### src/rtl/vga_timing_gen_p.sv
// Parametrised VGA timing generator. It issues a registered pixel request PIPE_LAT
// cycles ahead of the DAC and realigns sync/blank/colour to the renderer's reply.
module vga_timing_gen_p #(
  parameter int COLOR_W  = 10,
  parameter int H_ACT    = 640,
  parameter int H_FP     = 16,
  parameter int H_SYNC   = 96,
  parameter int H_BP     = 48,
  parameter int V_ACT    = 480,
  parameter int V_FP     = 10,
  parameter int V_SYNC   = 2,
  parameter int V_BP     = 33,
  parameter int SYNC_POL = 0,
  parameter int PIPE_LAT = 2,
  parameter int CNT_W    = 11
) (
  input  logic               Clock,
  input  logic               Resetn,
  input  logic               iPattern_En,
  input  logic [COLOR_W-1:0] iRed,
  input  logic [COLOR_W-1:0] iGreen,
  input  logic [COLOR_W-1:0] iBlue,
  output logic               oReq,
  output logic [CNT_W-1:0]   oCoord_X,
  output logic [CNT_W-1:0]   oCoord_Y,
  output logic               oFrame_Start,
  output logic               oLine_Start,
  output logic [COLOR_W-1:0] oVGA_R,
  output logic [COLOR_W-1:0] oVGA_G,
  output logic [COLOR_W-1:0] oVGA_B,
  output logic               oVGA_H_SYNC,
  output logic               oVGA_V_SYNC,
  output logic               oVGA_BLANK
);

  localparam int   H_TOTAL   = H_ACT + H_FP + H_SYNC + H_BP;
  localparam int   V_TOTAL   = V_ACT + V_FP + V_SYNC + V_BP;
  localparam int   H_SYNC_S  = H_ACT + H_FP;
  localparam int   H_SYNC_E  = H_SYNC_S + H_SYNC;
  localparam int   V_SYNC_S  = V_ACT + V_FP;
  localparam int   V_SYNC_E  = V_SYNC_S + V_SYNC;
  localparam int   BAR_W     = H_ACT / 8;
  localparam logic SYNC_IDLE = (SYNC_POL == 0) ? 1'b1 : 1'b0;
  // Delay-line word: {pattern_en, pattern[2:0], vsync, hsync, active}
  localparam int   DL_W      = 7;

  logic [CNT_W-1:0] hc_q, hc_d, vc_q, vc_d;
  logic             req_q, req_d;
  logic [CNT_W-1:0] x_q, x_d, y_q, y_d;
  logic             fs_q, fs_d, ls_q, ls_d;
  logic             hsa_q, hsa_d, vsa_q, vsa_d, pen_q, pen_d;
  logic [2:0]       pat_s;
  logic [PIPE_LAT-1:0][DL_W-1:0] dl_q, dl_d;
  logic [DL_W-1:0]  dl_out_s;
  logic [COLOR_W-1:0] r_q, r_d, g_q, g_d, b_q, b_d;
  logic             blank_q, blank_d, hs_q, hs_d, vs_q, vs_d;

  // Raster counters: Vc advances in the same cycle Hc wraps
  always_comb begin
    hc_d = hc_q + CNT_W'(1);
    vc_d = vc_q;
    if (hc_q == CNT_W'(H_TOTAL - 1)) begin
      hc_d = '0;
      if (vc_q == CNT_W'(V_TOTAL - 1)) begin
        vc_d = '0;
      end else begin
        vc_d = vc_q + CNT_W'(1);
      end
    end else begin
      vc_d = vc_q;
    end
  end

  // Request stage decoded straight from the counters
  always_comb begin
    req_d = (hc_q < CNT_W'(H_ACT)) && (vc_q < CNT_W'(V_ACT));
    x_d   = req_d ? hc_q : '0;
    y_d   = req_d ? vc_q : '0;
    fs_d  = (hc_q == '0) && (vc_q == '0);
    ls_d  = (hc_q == '0) && (vc_q < CNT_W'(V_ACT));
    hsa_d = (hc_q >= CNT_W'(H_SYNC_S)) && (hc_q < CNT_W'(H_SYNC_E));
    vsa_d = (vc_q >= CNT_W'(V_SYNC_S)) && (vc_q < CNT_W'(V_SYNC_E));
    pen_d = iPattern_En;
  end

  // Colour bars: bar 0 is white ({R,G,B}=7), bar 7 black
  always_comb begin
    pat_s = 3'd7 - 3'(x_q / CNT_W'(BAR_W));
  end

  // Delay line keeps sync/blank/pattern in step with the renderer latency
  always_comb begin
    dl_d    = dl_q;
    dl_d[0] = {pen_q, pat_s, vsa_q, hsa_q, req_q};
    for (int i = 1; i < PIPE_LAT; i++) begin
      dl_d[i] = dl_q[i-1];
    end
    dl_out_s = dl_q[PIPE_LAT-1];
  end

  // DAC stage: colour is forced to zero whenever the delayed pixel is blanked
  always_comb begin
    r_d = '0;
    g_d = '0;
    b_d = '0;
    if (dl_out_s[0]) begin
      if (dl_out_s[6]) begin
        r_d = {COLOR_W{dl_out_s[5]}};
        g_d = {COLOR_W{dl_out_s[4]}};
        b_d = {COLOR_W{dl_out_s[3]}};
      end else begin
        r_d = iRed;
        g_d = iGreen;
        b_d = iBlue;
      end
    end else begin
      r_d = '0;
      g_d = '0;
      b_d = '0;
    end
    blank_d = dl_out_s[0];
    hs_d    = dl_out_s[1] ^ SYNC_IDLE;
    vs_d    = dl_out_s[2] ^ SYNC_IDLE;
  end

  // State registers with synchronous active-low reset
  always_ff @(posedge Clock) begin
    if (!Resetn) begin
      hc_q    <= '0;
      vc_q    <= '0;
      req_q   <= 1'b0;
      x_q     <= '0;
      y_q     <= '0;
      fs_q    <= 1'b0;
      ls_q    <= 1'b0;
      hsa_q   <= 1'b0;
      vsa_q   <= 1'b0;
      pen_q   <= 1'b0;
      dl_q    <= '0;
      r_q     <= '0;
      g_q     <= '0;
      b_q     <= '0;
      blank_q <= 1'b0;
      hs_q    <= SYNC_IDLE;
      vs_q    <= SYNC_IDLE;
    end else begin
      hc_q    <= hc_d;
      vc_q    <= vc_d;
      req_q   <= req_d;
      x_q     <= x_d;
      y_q     <= y_d;
      fs_q    <= fs_d;
      ls_q    <= ls_d;
      hsa_q   <= hsa_d;
      vsa_q   <= vsa_d;
      pen_q   <= pen_d;
      dl_q    <= dl_d;
      r_q     <= r_d;
      g_q     <= g_d;
      b_q     <= b_d;
      blank_q <= blank_d;
      hs_q    <= hs_d;
      vs_q    <= vs_d;
    end
  end

  assign oReq         = req_q;
  assign oCoord_X     = x_q;
  assign oCoord_Y     = y_q;
  assign oFrame_Start = fs_q;
  assign oLine_Start  = ls_q;
  assign oVGA_R       = r_q;
  assign oVGA_G       = g_q;
  assign oVGA_B       = b_q;
  assign oVGA_H_SYNC  = hs_q;
  assign oVGA_V_SYNC  = vs_q;
  assign oVGA_BLANK   = blank_q;

endmodule

### config.mk
export PLATFORM = sky130hd
export DESIGN_NAME = vga_timing_gen_p
export DESIGN_NICKNAME = d
export VERILOG_FILES = /design/src/rtl/vga_timing_gen_p.sv
export SDC_FILE = /design/constraint.sdc
export NUM_CORES = 1
export LEC_CHECK = 0
export CAP_MARGIN = 20
export CORE_ASPECT_RATIO = 0.7
export CORE_MARGIN = 2
export CORE_UTILIZATION = 51
export CTS_BUF_LIST = sky130_fd_sc_hd__clkbuf_2 sky130_fd_sc_hd__clkbuf_4 sky130_fd_sc_hd__clkbuf_8
export DETAILED_ROUTE_END_ITERATION = 8
export PLACE_DENSITY = 0.82
export SETUP_SLACK_MARGIN = 0.1
export SYNTH_ARGS = -nofsm -noshare
export SYNTH_HDL_FRONTEND = slang
export SYNTH_SLANG_ARGS = --single-unit
### constraint.sdc
create_clock -name Clock -period 2.95 [get_ports Clock]
set_clock_uncertainty 0.2 [all_clocks]
set_input_delay 0.59 -clock Clock [delete_from_list [all_inputs] [get_ports Clock]]
set_output_delay 0.59 -clock Clock [all_outputs]
set_load 0.01 [all_outputs]
== After elaboration in Yosys (flattened, before gate mapping) ==
Index checks and enable logic that the tools add are counted.
Word-level totals
  output and inout bits: 58
  input bits: 33
  bits in registers: 97
Cells by class
  reductions and logical operators: 10
  equality and inequality tests: 2
  add/subtract/negate cells: 3
  div/mod/pow operators: 1
  order comparisons: 6
  bitwise operators: 3
  mux-type cells: 4
Operator list (number)
  10-bit 2-to-1 mux: 3
  11-bit by 1-bit adder with 11-bit output, second input constant: 2
  11-bit by 10-bit == test with 1-bit output, second input constant: 2
  11-bit zero test: 2
  11-bit by 10-bit < comparator with 1-bit output, second input constant: 2
  11-bit by 9-bit < comparator with 1-bit output, second input constant: 2
  11-bit by 7-bit divider with 11-bit output, second input constant: 1
  11-bit by 10-bit >= comparator with 1-bit output, second input constant: 1
  11-bit by 9-bit >= comparator with 1-bit output, second input constant: 1
  11-bit 2-to-1 mux: 1
  1-bit logical AND: 5
  2-bit AND reduction: 2
  1-bit inverter: 3
  3-bit subtractor, first input constant: 1
  2-bit OR reduction: 1

== Logic depth before layout (Yosys ltp) ==
  depth after elaboration: 3
  depth in mapped cells: 8
  gate-level depth less buffers: 7

== Least setup slack after synthesis ==
Ideal clock, no wire load.
  path type: input to register
  start: input Resetn
  end: register x_q[7], in the netlist oCoord_X[7]
  buffers on the path: 2
  setup slack: 0.852 ns
  required time: 2.693 ns
  arrival: 1.840 ns
  stages: 6
  cells stage by stage: inv_1 > or4_1 > clkbuf_1 > nor3_2 > buf_2 > and2_2
On the way
  cells in the longest elaborated chain, start to end: 1
Ends and longest elaborated chain
  from (decl): RTL line 18  | input logic Resetn,
  2-bit AND reduction (no source line)
  to (signal assigned): RTL line 132  | x_q <= '0;
  to (signal assigned): RTL line 150  | x_q <= x_d;
  to (decl): RTL line 49  | logic [CNT_W-1:0] x_q, x_d, y_q, y_d;
Every way passes these cells.
A chain may end at the register's enable or synchronous reset.

== Worst setup path after layout ==
  start: register x_q[10], in the netlist oCoord_X[10]
  end: output oCoord_X[10]
RTL lines
  to (decl): RTL line 24  | output logic [CNT_W-1:0] oCoord_X,
No word-level cell between the ends.

==> metrics.md <==
| Metric | Value |
|---|---|
| Share of layout cells above drive strength 1 | `0.0658` |
| Crit-path cells | `clkdlybuf4s50_1` |
| Setup CP Type | `reg -> out` |
| Number of detailed-route iterations in the first pass | `4` |
| Post-CTS setup buffers | `0` |
| Final Critical Period | `2490 ps` |
| Hold-fix buffers, CTS | `0` |
| Count of pins over their slew limit | `0` |
| Final wirelength | `8.11 mm` |
| WP buf/inv | `1` |
| Yosys warns | `0` |
| HP Class | `reg -> reg` |
| Resize count post-CTS | `0` |
| Synth unique cells | `51` |
| CTS root buf | `clkbuf_8` |
| Switching share of power | `0.244` |
| Synth Cell Area | `0.00372 mm2` |
| Data arrival time of the critical path | `approximately 1700 ps` |
| DP Wirelength | `5.89 mm` |
| Hold Vio Cnt, Final | `0` |
| Top-Level Pins | `91` |
| DRC errors left | `0` |
| Layout Nets | `518` |
| Overflow after GRT | `0` |
| Commonest cells after routing, fill and taps aside | `97 x dfxtp_1, 90 x clkdlybuf4s50_1, 41 x a21oi_1, 34 x nand2b_1, 32 x nor2_1` |
| CP peak stage delay | `690 ps` |
| Power share of the clock group | `0.349` |
| Clk sinks | `97` |
| Met3 Track Usage GR | `0.0522` |
| CTS tree | `done` |
| GRT busiest layer | `met2` |
| First DRT Iteration DRCs | `about 110` |
| Total CTS buffers | `9` |
| Yosys reg bits | `97` |
| Async SR Flop Fraction | `0` |
| DR WL/cell | `13.9 um` |
| Fillers | `579` |
| Syn Inst Count | `393` |
| Setup crit end kind | `output pin` |
| CP max-delay cell | `dfxtp_1` |
| Vias | `2988` |
| Area growth from synthesis to layout | `30.9%` |
| Seq pwr share | `0.584` |
| Most common cell after layout, fill and taps aside | `dfxtp_1` |
| MaxCap Viol Count | `0` |
| Vias per cell | `5.12` |
| Fin area | `0.00487 mm2` |
| Slew @ Worst Pin | `708 ps` |
| Initial antenna violation count | `0` |
| Die height | `75.5 um` |
| Power Internal | `approximately 1700 uW` |
| Unrepaired setup endpoints after global routing | `false` |
| EDFF count, synth | `0` |
| P per Cell Area | `between 400 and 500 mW/mm2` |
| Total track usage | `0.207` |
| First-pass GRT wire length | `~13 mm` |
| Crit path max fanout | `17` |
| Top Family by Delay on Critical Path | `flip-flops` |
| Most used DFF post-synth | `dfxtp_1` |
| Met2 GRT Util | `0.325` |
| Grt met1 use | `0.276` |
| Die Area | `0.00800 mm2` |
| Core area | `between 0.007 and 0.008 mm2` |
| Syn Area/Cell | `roughly 9.5 um2` |
| ANT nets after route | `0` |
| ANT cells | `0` |
| Max IR drop VDD | `between 0.0002 and 0.0003 V` |
| Largest net degree at the start of global routing | `32` |
| Fmax achieved | `about 400 MHz` |
| I/O Buffers | `90` |
| Status | `completed` |
| Initial Utilization | `0.517` |
| Startpoint types | `flip-flop` |
| Clk buf depth | `2` |
| Placed cell area | `0.00468 mm2` |
| Slew HR | `0.523` |
| Power share of the combinational group | `0.067` |
| Req. time, crit path | `2160 ps` |
| Vias in the first global route | `2714` |
| Placer congestion estimate | `0.846` |
| H-tree levels | `3` |
| Final setup violation count | `0` |
| Leakage | `0.00184 uW` |
| Skew-Pair Late Insertion Delay | `370 ps` |
| Reg2reg setup slack | `530 ps` |
| Period utilisation layout | `0.844` |
| Floorplan row count | `26` |
| Sum Neg Setup Slack | `0 ps` |
| Die width | `106 um` |
| Register area share after synthesis | `0.522` |
| Net Sw Power | `about 560 uW` |
| CTS clock-pin slew for the worst setup and hold paths | `90 ps` |
## synthesized netlist by cell type (2+ instances only)
| cell type | count | area share |
|---|---|---|
| buf_2 | 4 | 0.0054 |
| clkbuf_1 | 13 | 0.013 |
| inv_1 | 10 | 0.010 |
| and2_1 | 26 | 0.044 |
| nor2b_1 | 6 | 0.010 |
| xor2_1 | 12 | 0.028 |
| a31oi_1 | 3 | 0.0050 |
| nand4_1 | 7 | 0.012 |
| a211oi_1 | 4 | 0.0081 |
| and2_2 | 2 | 0.0040 |
| o21ai_0 | 4 | 0.0054 |
| o31a_1 | 2 | 0.0047 |
| nor2_1 | 32 | 0.032 |
| a21oi_1 | 41 | 0.055 |
| xnor2_1 | 8 | 0.019 |
| nand2b_1 | 34 | 0.057 |
| nor4_1 | 9 | 0.015 |
| buf_6 | 2 | 0.0061 |
| nand3_1 | 14 | 0.019 |
| and3_1 | 4 | 0.0067 |
| mux2i_1 | 2 | 0.0054 |
| and3_2 | 2 | 0.0040 |
| dfxtp_1 | 97 | 0.52 |
| nand2_1 | 18 | 0.018 |
| or4_1 | 3 | 0.0061 |
| ha_1 | 4 | 0.013 |
| nor3_1 | 6 | 0.0081 |
## cell type report
type	count	area, um2	area share
sequential	97	1940	0.399
multi-input combinational	268	1640	0.337
timing repair buffer	95	938	0.193
clock buffer	9	124	0.0254
tap	98	123	0.0252
clock inverter	7	61.3	0.0126
inverter	10	37.5	0.00771
## cell families after synthesis
| group | after synthesis | synth area share |
|---|---|---|
| compound gates | 65 | 0.106 |
| xor+xnor | 20 | 0.0471 |
| fa+ha+maj | 5 | 0.0161 |
| buf+inv | 30 | 0.0383 |
| flops | 97 | 0.522 |
| mux | 2 | 0.00538 |
| other cells | 1 | 0.00101 |
| simple gates | 173 | 0.264 |
## metrics by stage
stage	hold slack (ps)	instances	setup WS, ps	power (uW)	utilization
6_report	172	584	461	2310	0.677
3_5_place_dp	163	568	199	1530	0.651
4_1_cts	183	584	452	2330	0.677
2_1_floorplan	152	395	852	1440	-
5_1_grt	193	584	347	2400	0.677
3_3_place_gp	153	568	298	1530	0.651
## registers in the layout, summed over array words and instances, names as in the netlist
signal / cells
hsa_q: 1
dl_d: 7
oReq: 1
oVGA_G: 10
oVGA_BLANK: 1
hc_q: 11
oVGA_H_SYNC: 1
oFrame_Start: 1
oLine_Start: 1
oVGA_R: 10
vsa_q: 1
oCoord_Y: 11
oVGA_B: 10
pen_q: 1
vc_q: 11
oVGA_V_SYNC: 1
dl_out_s: 7
oCoord_X: 11
## metal layers
metal  up-vias  part of all wire
met5         -                 0
li1       1509                 -
met1      1380              0.47
met4         0             0.015
met3        11             0.055
met2        88              0.46
## power by group through the flow
stage,combinational (uW),clock [uW],sequential (uW)
finish,154,806,1350
floorplan,61.5,0,1380
global placement,151,0,1380
CTS,155,822,1350
global route,168,877,1350
detailed placement,154,0,1380
## path summary, 6_finish.rpt
check                                   from      endpoint  depth (start not counted)
worst min register to register   dl_out_s[1]   oVGA_H_SYNC                          1
worst min-delay path             dl_out_s[1]   oVGA_H_SYNC                          1
worst max-delay path            oCoord_X[10]  oCoord_X[10]                          1
worst max register to register   oCoord_X[9]      dl_d[10]                          6
(Power assumes the default switching activity.)
